===== src/rtl/add4_sequencer_pkg.sv =====
// ---------------------------------------------------------------------------
// add4_sequencer_pkg
//   Shared definitions for the nibble-serial add/subtract sequencer.
//   - state_t      : FSM state encoding (IDLE/RUN/DONE, code 3 unused)
//   - decode_state : maps the unused code onto IDLE so a corrupted state
//                    register recovers instead of locking up
// ---------------------------------------------------------------------------
package add4_sequencer_pkg;

    typedef enum logic [1:0] {
        ST_IDLE = 2'd0,
        ST_RUN  = 2'd1,
        ST_DONE = 2'd2,
        ST_3    = 2'd3
    } state_t;

    function automatic state_t decode_state(input state_t s);
        return (s == ST_3) ? ST_IDLE : s;
    endfunction

endpackage


===== src/rtl/add4_sequencer_add4.sv =====
// ---------------------------------------------------------------------------
// add4_sequencer_add4
//   Plain 4-bit ripple adder slice, purely combinational.
//   Ports:
//     a, b  in  4  addends
//     cin   in  1  carry in
//     s     out 4  sum
//     cout  out 1  carry out of bit 3
// ---------------------------------------------------------------------------
module add4_sequencer_add4 (
    input  logic [3:0] a,
    input  logic [3:0] b,
    input  logic       cin,
    output logic [3:0] s,
    output logic       cout
);

    logic [4:0] total;

    assign total = {1'b0, a} + {1'b0, b} + {4'b0000, cin};
    assign s     = total[3:0];
    assign cout  = total[4];

endmodule


===== src/rtl/add4_sequencer.sv =====
// ---------------------------------------------------------------------------
// add4_sequencer
//   Adds or subtracts two 4*NIBBLES-bit operands using a single 4-bit adder
//   slice, one nibble per clock, least significant nibble first. The ripple
//   carry is held in a flop between slices.
//   Parameters:
//     NIBBLES  operand width in nibbles (W = 4*NIBBLES), legal 2..16
//   Ports:
//     clk    in   1  rising-edge clock
//     rst_n  in   1  asynchronous active-low reset
//     start  in   1  request, accepted only while ready=1
//     sub    in   1  0: a+b+cin, 1: a-b ; sampled with start
//     a, b   in   W  operands, sampled on the accepting edge
//     cin    in   1  carry-in for add, ignored for subtract
//     ready  out  1  idle and able to accept
//     busy   out  1  operation running or completing
//     done   out  1  one-cycle pulse, result valid while high
//     sum    out  W  registered result, held until the next completion
//     cout   out  1  carry out of the MSB nibble (subtract: 1 = no borrow)
//     ovf    out  1  two's-complement overflow of the W-bit result
// ---------------------------------------------------------------------------
module add4_sequencer
    import add4_sequencer_pkg::*;
#(
    parameter int NIBBLES = 4
) (
    input  logic                   clk,
    input  logic                   rst_n,
    input  logic                   start,
    input  logic                   sub,
    input  logic [4*NIBBLES-1:0]   a,
    input  logic [4*NIBBLES-1:0]   b,
    input  logic                   cin,
    output logic                   ready,
    output logic                   busy,
    output logic                   done,
    output logic [4*NIBBLES-1:0]   sum,
    output logic                   cout,
    output logic                   ovf
);

    localparam int W     = 4 * NIBBLES;
    localparam int IDX_W = $clog2(NIBBLES);
    localparam logic [IDX_W-1:0] IDX_LAST = IDX_W'(NIBBLES - 1);

    state_t           state_q;
    state_t           state_d;
    state_t           cur;
    logic             accept;
    logic             last;

    logic [W-1:0]     opa_q;
    logic [W-1:0]     opb_q;
    logic             carry_q;
    logic [IDX_W-1:0] idx_q;
    logic [W-1:0]     part_q;
    logic             sign_a_q;
    logic             sign_b_q;
    logic [W-1:0]     sum_q;
    logic             cout_q;
    logic             ovf_q;

    logic [3:0]       slice_s;
    logic             slice_co;
    logic [W-1:0]     part_next;

    add4_sequencer_add4 u_slice (
        .a    (opa_q[3:0]),
        .b    (opb_q[3:0]),
        .cin  (carry_q),
        .s    (slice_s),
        .cout (slice_co)
    );

    // Each slice result enters from the top; after NIBBLES shifts the first
    // (least significant) nibble has reached bit 0.
    assign part_next = {slice_s, part_q[W-1:4]};

    assign cur = decode_state(state_q);

    always_comb begin
        state_d = ST_IDLE;
        accept  = 1'b0;
        last    = 1'b0;
        case (cur)
            ST_IDLE: begin
                if (start) begin
                    accept  = 1'b1;
                    state_d = ST_RUN;
                end
            end
            ST_RUN: begin
                if (idx_q == IDX_LAST) begin
                    last    = 1'b1;
                    state_d = ST_DONE;
                end else begin
                    state_d = ST_RUN;
                end
            end
            ST_DONE: state_d = ST_IDLE;
            default: state_d = ST_IDLE;
        endcase
    end

    always_ff @(posedge clk or negedge rst_n) begin
        if (!rst_n) begin
            state_q  <= ST_IDLE;
            opa_q    <= '0;
            opb_q    <= '0;
            carry_q  <= 1'b0;
            idx_q    <= '0;
            part_q   <= '0;
            sign_a_q <= 1'b0;
            sign_b_q <= 1'b0;
            sum_q    <= '0;
            cout_q   <= 1'b0;
            ovf_q    <= 1'b0;
        end else begin
            state_q <= state_d;
            if (accept) begin
                // Subtract is a + ~b + 1; the sign of the inverted b is what
                // the overflow rule compares against.
                opa_q    <= a;
                opb_q    <= sub ? ~b : b;
                carry_q  <= sub ? 1'b1 : cin;
                idx_q    <= '0;
                part_q   <= '0;
                sign_a_q <= a[W-1];
                sign_b_q <= sub ? ~b[W-1] : b[W-1];
            end else if (cur == ST_RUN) begin
                part_q  <= part_next;
                opa_q   <= {4'b0000, opa_q[W-1:4]};
                opb_q   <= {4'b0000, opb_q[W-1:4]};
                carry_q <= slice_co;
                if (last) begin
                    // idx holds at its last value rather than wrapping.
                    sum_q  <= part_next;
                    cout_q <= slice_co;
                    ovf_q  <= (sign_a_q == sign_b_q) && (slice_s[3] != sign_a_q);
                end else begin
                    idx_q <= idx_q + IDX_W'(1);
                end
            end
        end
    end

    assign ready = (cur == ST_IDLE);
    assign busy  = (cur == ST_RUN) || (cur == ST_DONE);
    assign done  = (cur == ST_DONE);
    assign sum   = sum_q;
    assign cout  = cout_q;
    assign ovf   = ovf_q;

endmodule


===== config.mk =====
export PLATFORM = sky130hd
export DESIGN_NAME = add4_sequencer
export DESIGN_NICKNAME = d
export VERILOG_FILES = /design/src/rtl/add4_sequencer_pkg.sv /design/src/rtl/add4_sequencer_add4.sv /design/src/rtl/add4_sequencer.sv
export SDC_FILE = /design/constraint.sdc
export NUM_CORES = 1
export LEC_CHECK = 0
export BUFFER_PORTS_ARGS = -buffer_cell sky130_fd_sc_hd__buf_2
export CAP_MARGIN = 20
export CELL_PAD_IN_SITES_DETAIL_PLACEMENT = 1
export CELL_PAD_IN_SITES_GLOBAL_PLACEMENT = 2
export CORE_ASPECT_RATIO = 0.7
export CORE_MARGIN = 10
export CORE_UTILIZATION = 30
export CTS_BUF_LIST = sky130_fd_sc_hd__clkbuf_8
export DETAILED_ROUTE_END_ITERATION = 16
export MAX_ROUTING_LAYER = met4
export PLACE_DENSITY_LB_ADDON = 0.08
export SLEW_MARGIN = 40
export SYNTH_ARGS = -nofsm -noshare
export SYNTH_HDL_FRONTEND = slang
export SYNTH_HIERARCHICAL = 1
export SYNTH_SLANG_ARGS = --single-unit

===== constraint.sdc =====
create_clock -name clk -period 1.9 [get_ports clk]
set_input_delay 0.19 -clock clk [delete_from_list [all_inputs] [get_ports clk]]
set_output_delay 0.19 -clock clk [all_outputs]
set_load 0.01 [all_outputs]

==> impl_summary.txt <==
----------------------------------------------------
[Status]
  Outcome ... finished clean

[Yosys]
  Top cells by area in the synthesized netlist ... dfrtp_1 53%, mux2i_1 12%, mux2_2 6.2%
  Avg Synthesized Cell Area ... 11.5 µm²
  Top-area cell type share of the netlist area ... 0.532
  Most frequent cell after synthesis ... dfrtp_1
  Compound-gate portion of the synthesized area ... 0.0586
  Post-synthesis net count ... 329
  Yosys warning count ... 6
  Largest family of logic cells by synthesized area ... multiplexers
  Share of flip-flops with an asynchronous set or reset ... 1.00
  Post-synthesis sequential element count ... 69
  Multiplexer fraction of the synthesized cell area ... 0.180
  Total standard cell area after synthesis ... 0.00325 mm²
  Simple-gate share of the synthesized area ... 0.0955
  Synthesized-area fraction occupied by xor and xnor cells ... 0.0512
  Gate count after technology mapping ... 282
  Yosys top cell by area ... dfrtp_1
  Post-synth cell types ... 27
  Most frequent cells after synthesis ... 69 x dfrtp_1, 38 x mux2i_1, 38 x nand2_1
  Area share of fa/ha/maj cells after synthesis ... 0.0431
  Prevailing post-synth register cell ... dfrtp_1
  Share of synthesized area occupied by flip-flops and latches ... 0.532
  Count of flip-flops with a built-in enable after synthesis ... 0

[Routing]
  DRT antenna net count ... 0
  Wire length after detailed routing ... 7.83 mm
  Total vias in the final route ... 2,203
  Drt first-iter violations ... 41
  Routed WL per cell ... 16.2 µm
  DR vias/cell ... 4.56
  First-pass iteration count of the detailed router ... 4
  Drc violations ... 0

[Placed design]
  DP Wirelength ... 5.33 mm
  Gpl congestion ... 0.695
  Placement-stage cell area ... 0.00371 mm²
  Worst slack at placement ... 0.00150 ns
  Count of buffers from port buffering ... 57

[Final layout]
  Multi-input gate area ... 0.00141 mm²
  Nets ... 394
  Area taken by flip-flops and latches ... 0.00173 mm²
  Antenna cell count ... 0
  Fillers ... 1,186
  Area growth syn-to-layout ... 23.1%
  Area of all placed cells without fillers ... 0.00400 mm²
  Fraction of the core area covered by cells at the end of the flow ... 0.382
  Share of post-route cells with drive strength above 1 ... 0.313

[Setup path]
  Reg2Reg Launch Point ... state_q[0]
  Critical Path RT ... 2.13 ns
  Number of cells traversed by the worst register-to-register path ... 7
  Reg-to-reg endpoint ... ovf
  Critical Path Source ... state_q[0]
  Category of the worst setup path capture point ... register
  Worst setup slack for register-to-register paths ... 0.07 ns
  Worst-path fanout max ... 9
  Kind of start point of the critical path ... register
  Type of the worst setup path ... register to register
  Critical path data arrival time ... 2.06 ns

[Floorplanning]
  Initial core utilization ... 0.310
  Number of placed I/O pins ... 58
  Die footprint ... 0.0155 mm²
  Area of the core ... 0.0105 mm²
  Vertical extent of the die ... 107 µm
  Die X-Extent ... 144 µm
  # rows ... 31

[Clock tree]
  TritonCTS clock tree ... yes
  Clock buffer depth ... 2
  Cts bufs inserted ... 9
  Root Driver ... clkbuf_8
  Clock sink count ... 69
  Clock transition at the registers of the reported paths ... 0.07 ns
  Number of H-tree levels ... 3
  Clk_lat worst skew ... 0.35 ns

[STA]
  Final worst path period share ... 0.962
  Final number of max-transition violations ... 0
  Setup WS post-layout ... 0.0716 ns
  Total negative setup slack ... 0 ns
  Max Fclk ... 547 MHz
  Transition at the pin with the smallest max-transition slack ... 0.483 ns
  Setup skew after layout ... 0.00457 ns
  Clock period minus final worst setup slack ... 1.83 ns
  Number of setup violations in the final report ... 0
  Worst-case headroom to the max-slew limit ... 0.678
  Final Hold Fails ... 0

[Power and ir drop]
  Worst IR drop on VDD ... 0.560 mV
  Power per cell area ... 1700 mW/mm²
  Final Power ... 6.81 mW
  Leakage power ... 1.96 nW

[GRT]
  Initial antenna violation count ... 0
  Number of global-route vias before repair ... 2,382
  Wire length of the first global-routing pass ... 12.8 mm
  Overall track demand over capacity in global routing ... 0.108
  Maximum number of pins on one net before global-route repair ... 67
  Gr ovfl total ... 0

[Min path]
  Start point of the worst hold path ... a[14]
  Hold path depth ... 3
  Hold worst-path end ... opa_q[14]
  Hold WC Path Type ... input pin to register

[Run]
  Max-capacitance violation count ... 0

----------------------------------------------------
==> per-layer routing <==
layer  part of all wire  wire length (µm)  track usage  up-vias
li1                   -                 -            -     1080
met1               0.52              4040        0.147     1076
met2               0.43              3390        0.151       39
met3              0.040               311       0.0353        8
met4              0.011                89       0.0281        0
met5                  0                 0            -        -
==> sequential cells by signal, summed over array words and instances, names as in the netlist <==
| signal | count |
|---|---|
| cout | 1 |
| idx_q | 2 |
| sum | 16 |
| ovf | 1 |
| opb_q | 16 |
| sign_b_q | 1 |
| opa_q | 16 |
| part_q | 12 |
| sign_a_q | 1 |
| state_q | 2 |
| carry_q | 1 |
==> worst max-delay path by stage <==
stage / endpoint / slack (ns)
after global routing: sum[0] / -0.003
after detailed placement: ovf / 0.001
after floorplan: sum[10] / 0.06
final: ovf / 0.07
after global placement: ovf / 0.06
after CTS: ovf / 0.03
==> final cells by class <==
type                       count  share of cell area
clock buffer                  11              0.0379
clock inverter                 4              0.0119
inverter                       7             0.00657
multi-input combinational    189               0.353
sequential                    69               0.432
tap                          132              0.0413
timing repair buffer          71               0.118
==> power breakdown <==
group / internal, mW / switching, mW
clock network: 0.666 / 0.552
registers: 2.15 / 0.406
logic: 1.47 / 1.56
==> critical path: stages (launching register included) <==
cell and delay (ns):
dfrtp_1 0.35, inv_1 0.06, ha_1 0.33, and2_4 0.17
nor3b_4 0.16, buf_4 0.18, buf_12 0.14, mux2_2 0.33
==> logic make-up (layout without fill, tap and decap cells) <==
family | after synthesis | after routing
flip-flops | 69 | 69
AND/OR/NAND/NOR | 68 | 68
multiplexers | 56 | 56
AO/OA/AOI/OAI | 36 | 36
buffers and inverters | 24 | 93
XOR/XNOR | 19 | 19
adder cells (fa/ha/maj) | 10 | 10
==> placed cells by master (no fill, tap or decap), types with 2 or more instances in the layout <==
| cell | instances |
|---|---|
| dfrtp_1 | 69 |
| buf_2 | 56 |
| nand2_1 | 38 |
| mux2i_1 | 38 |
| o21ai_0 | 29 |
| mux2_2 | 18 |
| nor2_1 | 15 |
| xor2_1 | 12 |
| clkbuf_8 | 11 |
| nand3b_1 | 8 |
| inv_1 | 7 |
| ha_1 | 7 |
| buf_4 | 7 |
| xnor2_1 | 6 |
| buf_12 | 4 |
| nand2b_1 | 3 |
| a21oi_1 | 2 |
| clkinv_2 | 2 |
| buf_6 | 2 |
| fa_2 | 2 |
==> metrics by stage <==
step,hold slack (ns),std cells
2_1_floorplan,-0.106,282
3_3_place_gp,0.191,462
3_5_place_dp,0.191,462
4_1_cts,0.0112,478
5_1_grt,0.0342,483
6_report,0.0321,483
==> repair_timing <==
| action | 4_1_cts | 5_1_grt |
|---|---|---|
| hold buffers | 1 | 0 |
| gates cloned | 0 | 2 |
| resized for setup | 1 | 5 |
| setup endpoints to repair | 1 | 48 |
| endpoints found under the hold margin | 32 | 0 |
| pin swaps | 0 | 2 |
| setup buffers | 0 | 3 |
Note: power is estimated with default switching activity, not from simulation.
